## config.mk

```make
export PLATFORM = sky130hd
export DESIGN_NAME = mem_access_ctrl_flat
export DESIGN_NICKNAME = d
export VERILOG_FILES = /design/src/rtl/mem_access_ctrl_pkg.sv /design/src/rtl/mem_access_ctrl_if.sv /design/src/rtl/mem_lane_extend.sv /design/src/rtl/mem_access_ctrl.sv /design/src/flat_wrapper.sv
export SDC_FILE = /design/constraint.sdc
export NUM_CORES = 1
export LEC_CHECK = 0
export ABC_AREA = 0
export BUFFER_PORTS_ARGS = -buffer_cell sky130_fd_sc_hd__buf_2
export CAP_MARGIN = 20
export CORE_MARGIN = 3
export CORE_UTILIZATION = 45
export CTS_CLUSTER_DIAMETER = 30
export DETAILED_ROUTE_END_ITERATION = 16
export GPL_TIMING_DRIVEN = 0
export PLACE_DENSITY = 0.73
export SYNTH_ARGS = -nofsm -noshare
export SYNTH_HDL_FRONTEND = slang
export SYNTH_SLANG_ARGS = --single-unit
```

## constraint.sdc

```tcl
create_clock -name clk -period 2.6 [get_ports clk]
set_input_delay 0.39 -clock clk [delete_from_list [all_inputs] [get_ports clk]]
set_output_delay 0.39 -clock clk [all_outputs]
set_load 0.05 [all_outputs]
```

## src/rtl/mem_access_ctrl_pkg.sv

```systemverilog
// Shared definitions for the data-memory access controller: opcodes, access
// sizes, FSM states and the opcode decoder.
package mem_access_ctrl_pkg;

    localparam logic [10:0] OPC_D_STURB  = 11'h1C0;
    localparam logic [10:0] OPC_D_LDURB  = 11'h1C2;
    localparam logic [10:0] OPC_D_LDURSB = 11'h1C4;
    localparam logic [10:0] OPC_D_STURH  = 11'h3C0;
    localparam logic [10:0] OPC_D_LDURH  = 11'h3C2;
    localparam logic [10:0] OPC_D_LDURSH = 11'h3C4;
    localparam logic [10:0] OPC_D_STURW  = 11'h5C0;
    localparam logic [10:0] OPC_D_LDURSW = 11'h5C4;
    localparam logic [10:0] OPC_D_STXR   = 11'h640;
    localparam logic [10:0] OPC_D_LDXR   = 11'h642;
    localparam logic [10:0] OPC_D_STUR   = 11'h7C0;
    localparam logic [10:0] OPC_D_LDUR   = 11'h7C2;

    typedef enum logic [1:0] {SZ_B, SZ_H, SZ_W, SZ_D} size_e;

    typedef enum logic [1:0] {ST_IDLE, ST_REQ, ST_RESP} state_e;

    typedef struct packed {
        size_e size;
        logic  sgn;
        logic  write;
        logic  excl;
        logic  legal;
    } dec_t;

    function automatic dec_t decode_op(input logic [10:0] opcode);
        dec_t d;
        d       = '0;
        d.legal = 1'b1;
        case (opcode)
            OPC_D_STURB:  begin d.size = SZ_B; d.write = 1'b1; end
            OPC_D_LDURB:  d.size = SZ_B;
            OPC_D_LDURSB: begin d.size = SZ_B; d.sgn = 1'b1; end
            OPC_D_STURH:  begin d.size = SZ_H; d.write = 1'b1; end
            OPC_D_LDURH:  d.size = SZ_H;
            OPC_D_LDURSH: begin d.size = SZ_H; d.sgn = 1'b1; end
            OPC_D_STURW:  begin d.size = SZ_W; d.write = 1'b1; end
            OPC_D_LDURSW: begin d.size = SZ_W; d.sgn = 1'b1; end
            OPC_D_STUR:   begin d.size = SZ_D; d.write = 1'b1; end
            OPC_D_LDUR:   d.size = SZ_D;
            OPC_D_LDXR:   begin d.size = SZ_D; d.excl = 1'b1; end
            OPC_D_STXR:   begin d.size = SZ_D; d.write = 1'b1; d.excl = 1'b1; end
            default:      d.legal = 1'b0;
        endcase
        return d;
    endfunction

    function automatic logic misaligned(input size_e sz, input logic [2:0] offset);
        case (sz)
            SZ_B:    return 1'b0;
            SZ_H:    return offset[0];
            SZ_W:    return |offset[1:0];
            default: return |offset;
        endcase
    endfunction

    function automatic logic [7:0] size_mask(input size_e sz);
        case (sz)
            SZ_B:    return 8'h01;
            SZ_H:    return 8'h03;
            SZ_W:    return 8'h0F;
            default: return 8'hFF;
        endcase
    endfunction

endpackage

```

## src/rtl/mem_access_ctrl_if.sv

```systemverilog
// Core-side request/response handshake plus the memory-side access bus.
interface mem_access_ctrl_if;
    logic        req_valid;
    logic        req_ready;
    logic [10:0] opcode;
    logic [63:0] addr;
    logic [63:0] wdata;
    logic        rsp_valid;
    logic        rsp_ready;
    logic [63:0] rdata;
    logic        rsp_err;
    logic        mem_req;
    logic        mem_ack;
    logic        mem_we;
    logic [63:0] mem_addr;
    logic [7:0]  mem_be;
    logic [63:0] mem_wdata;
    logic [63:0] mem_rdata;

    modport slave (
        input  req_valid, opcode, addr, wdata, rsp_ready, mem_ack, mem_rdata,
        output req_ready, rsp_valid, rdata, rsp_err,
               mem_req, mem_we, mem_addr, mem_be, mem_wdata
    );

    modport master (
        output req_valid, opcode, addr, wdata, rsp_ready, mem_ack, mem_rdata,
        input  req_ready, rsp_valid, rdata, rsp_err,
               mem_req, mem_we, mem_addr, mem_be, mem_wdata
    );
endinterface

```

## src/rtl/mem_lane_extend.sv

```systemverilog
// Moves the addressed lane of a read doubleword down to bit 0 and
// sign- or zero-extends it to 64 bits according to the access size.
module mem_lane_extend
    import mem_access_ctrl_pkg::*;
(
    input  logic [63:0] data,
    input  logic [2:0]  offset,
    input  size_e       size,
    input  logic        sgn,
    output logic [63:0] ext
);
    logic [63:0] shifted;

    always_comb begin
        shifted = data >> {offset, 3'b000};
        ext     = shifted;
        case (size)
            SZ_B:    ext = {{56{sgn & shifted[7]}},  shifted[7:0]};
            SZ_H:    ext = {{48{sgn & shifted[15]}}, shifted[15:0]};
            SZ_W:    ext = {{32{sgn & shifted[31]}}, shifted[31:0]};
            default: ext = shifted;
        endcase
    end
endmodule

```

## src/rtl/mem_access_ctrl.sv

```systemverilog
// Load/store controller: one request at a time, drives a variable-latency
// 64-bit memory, extends load data and tracks an LDXR/STXR exclusive monitor.
module mem_access_ctrl
    import mem_access_ctrl_pkg::*;
#(
    parameter int TIMEOUT = 255
) (
    input  logic            clk,
    input  logic            rst_n,
    mem_access_ctrl_if.slave bus
);
    state_e      state_reg, state_next;
    logic [63:0] addr_reg, addr_next;
    logic [63:0] wdata_reg, wdata_next;
    logic [7:0]  be_reg, be_next;
    size_e       size_reg, size_next;
    logic        sgn_reg, sgn_next;
    logic        write_reg, write_next;
    logic        excl_reg, excl_next;
    logic [63:0] rdata_reg, rdata_next;
    logic        err_reg, err_next;
    logic        mon_valid_reg, mon_valid_next;
    logic [60:0] mon_tag_reg, mon_tag_next;
    logic [7:0]  cnt_reg, cnt_next;
    logic [63:0] load_ext;
    dec_t        dec;
    logic        tag_hit_in;

    mem_lane_extend u_extend (
        .data   (bus.mem_rdata),
        .offset (addr_reg[2:0]),
        .size   (size_reg),
        .sgn    (sgn_reg),
        .ext    (load_ext)
    );

    always_comb begin
        state_next     = state_reg;
        addr_next      = addr_reg;
        wdata_next     = wdata_reg;
        be_next        = be_reg;
        size_next      = size_reg;
        sgn_next       = sgn_reg;
        write_next     = write_reg;
        excl_next      = excl_reg;
        rdata_next     = rdata_reg;
        err_next       = err_reg;
        mon_valid_next = mon_valid_reg;
        mon_tag_next   = mon_tag_reg;
        cnt_next       = cnt_reg;
        dec            = decode_op(bus.opcode);
        tag_hit_in     = mon_valid_reg && (mon_tag_reg == bus.addr[63:3]);

        case (state_reg)
            ST_IDLE: begin
                if (bus.req_valid) begin
                    addr_next  = bus.addr;
                    wdata_next = bus.wdata << {bus.addr[2:0], 3'b000};
                    be_next    = size_mask(dec.size) << bus.addr[2:0];
                    size_next  = dec.size;
                    sgn_next   = dec.sgn;
                    write_next = dec.write;
                    excl_next  = dec.excl;
                    cnt_next   = '0;
                    if (!dec.legal || misaligned(dec.size, bus.addr[2:0])) begin
                        state_next = ST_RESP;
                        rdata_next = '0;
                        err_next   = 1'b1;
                    end else if (dec.excl && dec.write && !tag_hit_in) begin
                        // Failed store-exclusive: report status 1 without touching memory.
                        state_next     = ST_RESP;
                        rdata_next     = 64'd1;
                        err_next       = 1'b0;
                        mon_valid_next = 1'b0;
                    end else begin
                        state_next = ST_REQ;
                    end
                end
            end
            ST_REQ: begin
                if (bus.mem_ack) begin
                    state_next = ST_RESP;
                    err_next   = 1'b0;
                    rdata_next = write_reg ? 64'd0 : load_ext;
                    if (write_reg) begin
                        if (excl_reg || (mon_tag_reg == addr_reg[63:3]))
                            mon_valid_next = 1'b0;
                    end else if (excl_reg) begin
                        mon_valid_next = 1'b1;
                        mon_tag_next   = addr_reg[63:3];
                    end
                end else if (cnt_reg == 8'(TIMEOUT - 1)) begin
                    state_next     = ST_RESP;
                    err_next       = 1'b1;
                    rdata_next     = '0;
                    mon_valid_next = 1'b0;
                end else begin
                    cnt_next = cnt_reg + 8'd1;
                end
            end
            ST_RESP: begin
                if (bus.rsp_ready)
                    state_next = ST_IDLE;
            end
            default: state_next = ST_IDLE;
        endcase
    end

    always_ff @(posedge clk or negedge rst_n) begin
        if (!rst_n) begin
            state_reg     <= ST_IDLE;
            addr_reg      <= '0;
            wdata_reg     <= '0;
            be_reg        <= '0;
            size_reg      <= SZ_B;
            sgn_reg       <= 1'b0;
            write_reg     <= 1'b0;
            excl_reg      <= 1'b0;
            rdata_reg     <= '0;
            err_reg       <= 1'b0;
            mon_valid_reg <= 1'b0;
            mon_tag_reg   <= '0;
            cnt_reg       <= '0;
        end else begin
            state_reg     <= state_next;
            addr_reg      <= addr_next;
            wdata_reg     <= wdata_next;
            be_reg        <= be_next;
            size_reg      <= size_next;
            sgn_reg       <= sgn_next;
            write_reg     <= write_next;
            excl_reg      <= excl_next;
            rdata_reg     <= rdata_next;
            err_reg       <= err_next;
            mon_valid_reg <= mon_valid_next;
            mon_tag_reg   <= mon_tag_next;
            cnt_reg       <= cnt_next;
        end
    end

    assign bus.req_ready = (state_reg == ST_IDLE);
    assign bus.rsp_valid = (state_reg == ST_RESP);
    assign bus.mem_req   = (state_reg == ST_REQ);
    assign bus.mem_we    = (state_reg == ST_REQ) && write_reg;
    assign bus.mem_addr  = {addr_reg[63:3], 3'b000};
    assign bus.mem_be    = be_reg;
    assign bus.mem_wdata = wdata_reg;
    assign bus.rdata     = rdata_reg;
    assign bus.rsp_err   = err_reg;
endmodule

```

## src/flat_wrapper.sv

```systemverilog
// flat-port wrapper written by rule: the top's interface ports become plain ports
module mem_access_ctrl_flat import mem_access_ctrl_pkg::*;
#(
    parameter int TIMEOUT = 255
)
  (clk, rst_n, bus_req_valid, bus_opcode, bus_addr, bus_wdata, bus_rsp_ready, bus_mem_ack, bus_mem_rdata, bus_req_ready, bus_rsp_valid, bus_rdata, bus_rsp_err, bus_mem_req, bus_mem_we, bus_mem_addr, bus_mem_be, bus_mem_wdata);
  mem_access_ctrl_if bus_i ();
  input  logic clk;
  input  logic rst_n;
  input wire logic [$bits(bus_i.req_valid)-1:0] bus_req_valid;
  input wire logic [$bits(bus_i.opcode)-1:0] bus_opcode;
  input wire logic [$bits(bus_i.addr)-1:0] bus_addr;
  input wire logic [$bits(bus_i.wdata)-1:0] bus_wdata;
  input wire logic [$bits(bus_i.rsp_ready)-1:0] bus_rsp_ready;
  input wire logic [$bits(bus_i.mem_ack)-1:0] bus_mem_ack;
  input wire logic [$bits(bus_i.mem_rdata)-1:0] bus_mem_rdata;
  output wire logic [$bits(bus_i.req_ready)-1:0] bus_req_ready;
  output wire logic [$bits(bus_i.rsp_valid)-1:0] bus_rsp_valid;
  output wire logic [$bits(bus_i.rdata)-1:0] bus_rdata;
  output wire logic [$bits(bus_i.rsp_err)-1:0] bus_rsp_err;
  output wire logic [$bits(bus_i.mem_req)-1:0] bus_mem_req;
  output wire logic [$bits(bus_i.mem_we)-1:0] bus_mem_we;
  output wire logic [$bits(bus_i.mem_addr)-1:0] bus_mem_addr;
  output wire logic [$bits(bus_i.mem_be)-1:0] bus_mem_be;
  output wire logic [$bits(bus_i.mem_wdata)-1:0] bus_mem_wdata;
  assign bus_i.req_valid = bus_req_valid;
  assign bus_i.opcode = bus_opcode;
  assign bus_i.addr = bus_addr;
  assign bus_i.wdata = bus_wdata;
  assign bus_i.rsp_ready = bus_rsp_ready;
  assign bus_i.mem_ack = bus_mem_ack;
  assign bus_i.mem_rdata = bus_mem_rdata;
  assign bus_req_ready = bus_i.req_ready;
  assign bus_rsp_valid = bus_i.rsp_valid;
  assign bus_rdata = bus_i.rdata;
  assign bus_rsp_err = bus_i.rsp_err;
  assign bus_mem_req = bus_i.mem_req;
  assign bus_mem_we = bus_i.mem_we;
  assign bus_mem_addr = bus_i.mem_addr;
  assign bus_mem_be = bus_i.mem_be;
  assign bus_mem_wdata = bus_i.mem_wdata;
  mem_access_ctrl #(.TIMEOUT(TIMEOUT)) u_core (.clk(clk), .rst_n(rst_n), .bus(bus_i));
endmodule
```

==> impl_metrics.py, run 1 <==
metrics = {
    "status": {
        "status": "finished with violations",
        "violations": "negative setup slack",
    },
    "synthesis": {
        "netlist_area_mm2": 0.01590,
        "synth_edf_count": 0,
        "yosysTopAreaCell": "dfrtp_1",
        "synth.area.top_cells": "dfrtp_1 44%, mux2_2 6.5%, nand2_1 6.1%",
        "ys_seq_area_share_pct": 43.77,
        "synth_cell_types": 63,
        "syn_area_per_cell_um2": 9.356,
        "syn_inst": 1699,
        "async_flop_share_pct": 100.0,
        "synth_top_area_share_pct": 43.77,
        "ys_warn_count": 0,
        "ys_ff_latch": 278,
        "synthMostInstantiatedCell": "dfrtp_1",
        "synthTopCellsByCount": "278 x dfrtp_1, 257 x nand2_1, 132 x o21ai_0",
        "synth_flop_cell": "dfrtp_1",
    },
    "power": {
        "p_per_area_mw_per_mm2": 910.4,
        "p_leak_nw": 10.76,
        "peakVddDrop_mv": 0.6656,
    },
    "worst_setup_path": {
        "critical_path_arrival_ns": 3.27,
        "path_cells": "xor2_1 -> nor4_2 -> nand4_1 -> or4_4 -> o41ai_4 -> buf_4 -> a21boi_4 -> buf_6 -> buf_12 -> a21o_1",
        "worstSetupPathType": "register to register",
        "slowest_delay_ns": 0.48,
        "path_buf_inv": 3,
        "endpoint_kind": "register",
        "critical_path_peak_fanout": 10,
        "cp_top_family": "simple AND/OR/NAND/NOR gates",
        "critPathLaunchType": "register",
        "required_ns": 3.06,
        "cpMaxStageDelayCell": "nor4_2",
    },
    "detailed_routing": {
        "vias": 15522,
        "wirelength_um": 65120,
        "drtPass1Iterations": 6,
        "final_antenna_net_count": 0,
        "vias_per_cell": 5.723,
        "drt_iter0_markers": 1132,
        "routedWlPerCell_um": 24.01,
        "drc": 0,
    },
    "timing": {
        "finalMaxSlewViolations": 0,
        "finalCriticalPeriod_ns": 2.806,
        "post-route-period-util_pct": 107.9,
        "hold_slack_ns": 0.03366,
        "clock.fmax_ghz": 0.3563,
        "finalHoldViolations": 0,
        "skew_ns": 0.01254,
        "fin_ws_ns": -0.2065,
        "finalSetupViolCount": 65,
        "worst-slew-pin-transition_ns": 0.9473,
        "maxSlewHeadroom_pct": 36.27,
        "rsz0062_at_grt": "true",
        "fin_setup_tns_ns": -8.199,
    },
    "cells_and_area": {
        "fillers": 2961,
        "fin_cells": 2712,
        "nNetsFinal": 2405,
        "syn_to_final_growth_pct": 35.65,
        "drive_gt1_share_pct": 35.44,
    },
    "die": {
        "die_y_um": 193.9,
        "row_count": 68,
        "fp.dieW_um": 193.9,
        "start_util_pct": 45.79,
        "core_area_mm2": 0.03471,
        "io_pins": 413,
        "die_area_mm2": 0.03761,
    },
    "global_route": {
        "first_global_vias": 16049,
        "grt_pass1_wl_um": 97310,
        "grt_max_degree": 106,
        "grt_overflow": 0,
        "grtUsageTotal_pct": 33.48,
        "grt_antenna_before_repair": 8,
    },
    "placed_design": {
        "dpl.cell_count": 2566,
        "numPortBuffers": 407,
        "hpwl_um": 48420,
        "place.gp.congestion": 0.9612,
    },
    "clock_network": {
        "clk_latency_ns": 0.58,
        "cts_buffer_depth": 3,
        "root_buffer": "clkbuf_16",
        "numCtsBuffers": 70,
        "cts_sinks": 278,
        "cts-htree-levels": 3,
        "cts_tree": "yes",
        "path_clk_slew_ns": 0.04,
    },
    "hold_path": {
        "hold_class": "primary input to register",
    },
    "run": {
        "drv_cap": 0,
    },
}
## layout by cell type, fill, tap and decap left out, types with 27 or more instances in the layout
cell type / n
buf_2: 415
dfrtp_1: 278
nand2_1: 257
o21ai_0: 108
a21oi_1: 92
mux2_2: 92
mux2i_1: 83
inv_1: 81
clkbuf_1: 81
nor2_1: 76
buf_4: 74
clkbuf_16: 73
xor2_1: 63
a211oi_1: 47
xnor2_1: 42
o21ai_2: 33
nor2b_1: 29
a22o_1: 27
## final timing paths
check	start	slack, ns	end	cells after the start
max in group asynchronous	rst_n	1.17	u_core.mon_tag_reg[28]$_DFFE_PN0P_	3
min	bus_addr[43]	0.03	u_core.addr_reg[43]$_DFFE_PN0P_	3
max	u_core.mon_tag_reg[14]$_DFFE_PN0P_	-0.21	u_core.state_reg[1]$_DFFE_PN0P_	10
max reg2reg	u_core.mon_tag_reg[14]$_DFFE_PN0P_	-0.21	u_core.state_reg[1]$_DFFE_PN0P_	10
min in group asynchronous	rst_n	0.44	u_core.bus.rdata[37]$_DFFE_PN0P_	2
min reg2reg	u_core.bus.mem_be[7]$_DFFE_PN0P_	0.47	u_core.bus.mem_be[7]$_DFFE_PN0P_	2
## worst register-to-register path, stage by stage, from the launching register on
cell	delay (ns)
dfrtp_1	0.40
xor2_1	0.17
nor4_2	0.48
nand4_1	0.18
or4_4	0.45
o41ai_4	0.28
buf_4	0.19
a21boi_4	0.09
buf_6	0.16
buf_12	0.15
a21o_1	0.16
## power breakdown
part	switching (W)	internal, W
clock	0.00285	0.00638
sequential	0.000419	0.00476
combinational	0.00363	0.00159
## metrics by stage
stage	power (W)	cell area, um2	worst slack, ns	util (%)
3_5_place_dp	0.01026	18580	-0.7014	53.52
4_1_cts	0.01961	21360	-0.1628	61.52
2_1_floorplan	0.008587	15900	0.2004	-
5_1_grt	0.02025	21560	-0.2777	62.10
3_3_place_gp	0.01020	18510	-3.968	53.32
6_report	0.01963	21560	-0.2065	62.11
## cell type report
type	instances	area, um2	area share (%)
sequential	278	6957	32.26
inverter	82	309.0	1.433
clock buffer	88	1932	8.960
clock inverter	41	581.8	2.698
buffer	172	991.0	4.596
multi-input combinational	1168	7981	37.02
antenna	5	12.51	0.05803
timing repair buffer	423	2228	10.33
tap	455	569.3	2.640
## cell families after synthesis
family	count (synthesis)	share of synthesized area, %
AO/OA/AOI/OAI	398	15.55
XOR/XNOR	109	6.006
adder cells (fa/ha/maj)	2	0.1574
buffers and inverters	255	7.856
flip-flops	278	43.77
multiplexers	187	13.44
other	1	0.02359
AND/OR/NAND/NOR	469	13.20
## layer usage
| metal | global-route usage (%) | share of wire (%) | vias up |
|---|---|---|---|
| li1 | - | - | 6857 |
| met1 | 43.02 | 40 | 7601 |
| met2 | 54.10 | 46 | 873 |
| met3 | 8.983 | 9.4 | 183 |
| met4 | 13.51 | 3.9 | 8 |
| met5 | 0 | 0.10 | - |
## timing repair
action,4_1_cts,5_1_grt
pin swaps,4,3
setup buffers,6,3
resized for setup,53,59
gates cloned,2,1
hold endpoints to repair,84,0
hold buffers,1,0
setup endpoints to repair,144,86
No activity file was read; power rests on OpenSTA's default activity.
==> run 2: changes to the inputs <==
--- a/config.mk
+++ b/config.mk
@@ -9,11 +9,10 @@
 export BUFFER_PORTS_ARGS = -buffer_cell sky130_fd_sc_hd__buf_2
 export CAP_MARGIN = 20
 export CORE_MARGIN = 3
-export CORE_UTILIZATION = 45
+export CORE_UTILIZATION = 54
 export CTS_CLUSTER_DIAMETER = 30
 export DETAILED_ROUTE_END_ITERATION = 16
-export GPL_TIMING_DRIVEN = 0
-export PLACE_DENSITY = 0.73
+export PLACE_DENSITY = 0.84
 export SYNTH_ARGS = -nofsm -noshare
 export SYNTH_HDL_FRONTEND = slang
 export SYNTH_SLANG_ARGS = --single-unit
==> constraint.sdc (replaced) <==
create_clock -name clk -period 2.6 [get_ports clk]
set_input_delay 0.52 -clock clk [delete_from_list [all_inputs] [get_ports clk]]
set_output_delay 0.52 -clock clk [all_outputs]
set_load 0.05 [all_outputs]
==> impl_metrics.py, run 2 (synthesis gave the netlist of run 1 again) <==
metrics = {
    "status": {
        "status": "finished with violations",
        "violations": "negative setup slack",
    },
    "cells_and_area": {
        "syn_to_final_growth_pct": 28.42,
        "drive_gt1_share_pct": 33.87,
        "nNetsFinal": 2287,
        "layout_common_cells": "407 x buf_2, 276 x dfrtp_1, 255 x nand2_1",
        "fin_cells": 2514,
        "fillers": 2067,
        "layout_commonest_cell": "buf_2",
        "utilization_pct": 70.73,
        "final_area_mm2": 0.02041,
    },
    "die": {
        "die_area_mm2": 0.03153,
        "fp.dieW_um": 177.6,
        "start_util_pct": 55.08,
        "core_area_mm2": 0.02886,
        "die_y_um": 177.6,
        "row_count": 62,
        "io_pins": 413,
    },
    "timing": {
        "worst-slew-pin-transition_ns": 0.5572,
        "finalMaxSlewViolations": 0,
        "skew_ns": 0.03831,
        "finalSetupViolCount": 2,
        "finalCriticalPeriod_ns": 2.605,
        "clock.fmax_ghz": 0.3838,
        "finalHoldViolations": 0,
        "rsz0062_at_grt": "true",
        "fin_setup_tns_ns": -0.007215,
        "maxSlewHeadroom_pct": 62.46,
        "post-route-period-util_pct": 100.2,
        "fin_ws_ns": -0.005280,
    },
    "clock_network": {
        "numCtsBuffers": 58,
        "root_buffer": "clkbuf_16",
        "cts_sinks": 278,
        "clk_latency_ns": 0.58,
        "path_clk_slew_ns": 0.05,
        "cts-htree-levels": 2,
        "cts_tree": "yes",
        "cts_buffer_depth": 3,
    },
    "run": {
        "drv_cap": 0,
    },
    "global_route": {
        "grt_overflow": 0,
        "grt_antenna_before_repair": 6,
        "grt_pass1_wl_um": 83590,
        "first_global_vias": 15008,
        "grt_max_degree": 112,
        "grtUsageTotal_pct": 33.80,
    },
    "worst_setup_path": {
        "endpoint_kind": "register",
        "critical_path_arrival_ns": 3.07,
        "critPathLaunchType": "register",
        "critical_path_peak_fanout": 4,
        "required_ns": 3.06,
        "worstSetupPathType": "register to register",
    },
    "power": {
        "power_frac_comb_pct": 26.7,
        "p_int_w": 0.01118,
        "pwr-share-seq_pct": 29.7,
        "p_per_area_mw_per_mm2": 854.1,
        "peakVddDrop_mv": 0.7088,
        "switching_share_pct": 35.85,
        "p_leak_nw": 10.25,
        "p_clk_share_pct": 43.6,
        "switching_power_w": 0.006251,
    },
    "placed_design": {
        "hpwl_um": 39410,
        "dpl.cell_count": 2400,
        "placed_area_mm2": 0.01827,
        "numPortBuffers": 409,
        "place.gp.congestion": 0.9996,
    },
    "detailed_routing": {
        "drc": 0,
        "drt_iter0_markers": 1290,
        "wirelength_um": 54760,
        "final_antenna_net_count": 0,
        "vias_per_cell": 5.930,
        "routedWlPerCell_um": 21.78,
        "drtPass1Iterations": 5,
        "vias": 14908,
    },
    "hold_path": {
        "hold_class": "primary input to register",
    },
}
[run 2: changes by cell type in the layout (fill, tap and decap cells not counted), moves of 10 or more]
cell,before,now
clkbuf_16,73,58
buf_12,2,12
buf_1,12,0
clkbuf_1,81,11
o21ai_2,33,6
o21ai_1,14,39
[run 2: final timing paths]
path                                                      start                              endpoint  slack (ns)  cells past startpoint
max reg2reg                  u_core.mon_tag_reg[59]$_DFFE_PN0P_       u_core.bus.rdata[0]$_DFFE_PN0P_      -0.005                      9
min in group asynchronous                                 rst_n       u_core.addr_reg[56]$_DFFE_PN0P_        0.49                      2
max                          u_core.mon_tag_reg[59]$_DFFE_PN0P_       u_core.bus.rdata[0]$_DFFE_PN0P_      -0.005                      9
min                                                bus_addr[40]       u_core.addr_reg[40]$_DFFE_PN0P_        0.16                      3
max in group asynchronous                                 rst_n      u_core.bus.rdata[22]$_DFFE_PN0P_        1.30                      3
min reg2reg                u_core.bus.mem_wdata[63]$_DFFE_PN0P_  u_core.bus.mem_wdata[63]$_DFFE_PN0P_        0.47                      2
[run 2: per-layer routing]
| layer | global-route usage (%) | vias to the layer above | part of all wire, % |
|---|---|---|---|
| met3 | 9.200 | 209 | 10 |
| met5 | 0 | - | 0.11 |
| met4 | 15.61 | 8 | 5.1 |
| met2 | 56.51 | 952 | 48 |
| met1 | 40.71 | 7124 | 37 |
| li1 | - | 6615 | - |
[run 2: final cells by class]
type,count,area (um2),area share (%)
multi-input cells,1168,7791,38.17
flip-flops and latches,278,6959,34.09
repair buffers,489,2820,13.82
clock buffers,78,1617,7.920
well taps,384,480.5,2.354
clock inverters,31,426.7,2.090
inverters,82,307.8,1.508
diodes,4,10.01,0.04904
[run 2: worst max-delay path, stage by stage, from the launching register on]
cell and delay (ns):
dfrtp_1 0.40, xor2_1 0.15, nor4_1 0.31, buf_4 0.17, nand4_1 0.12, or4_4 0.47, o41ai_4 0.36, a21boi_4 0.16
buf_4 0.16, o22a_1 0.19
[run 2: power by group through the flow]
stage	sequential, W	clock [W]	combinational [W]
2_1_floorplan	0.00584	0	0.00275
3_3_place_gp	0.00519	0	0.00450
3_5_place_dp	0.00521	0	0.00456
4_1_cts	0.00516	0.00766	0.00461
5_1_grt	0.00523	0.00791	0.00493
6_report	0.00518	0.00759	0.00466
[run 2: per-stage QoR]
step / power [W] / hold WS (ns) / setup slack (ns)
final: 0.01743 / 0.1605 / -0.005280
after global routing: 0.01806 / 0.1469 / -0.1166
after CTS: 0.01744 / 0.1428 / -0.08610
after detailed placement: 0.009774 / 0.4644 / -0.4326
after global placement: 0.009694 / 0.4609 / -0.3325
after floorplan: 0.008587 / 0.2244 / 0.08270
[run 2: repair_timing]
action / CTS / global route
endpoints found under the setup margin: 67 / 68
gates resized for setup: 26 / 14
pin swaps: 3 / 1
endpoints found under the hold margin: 56 / 0
setup buffers: 0 / 0
hold buffers: 1 / 0
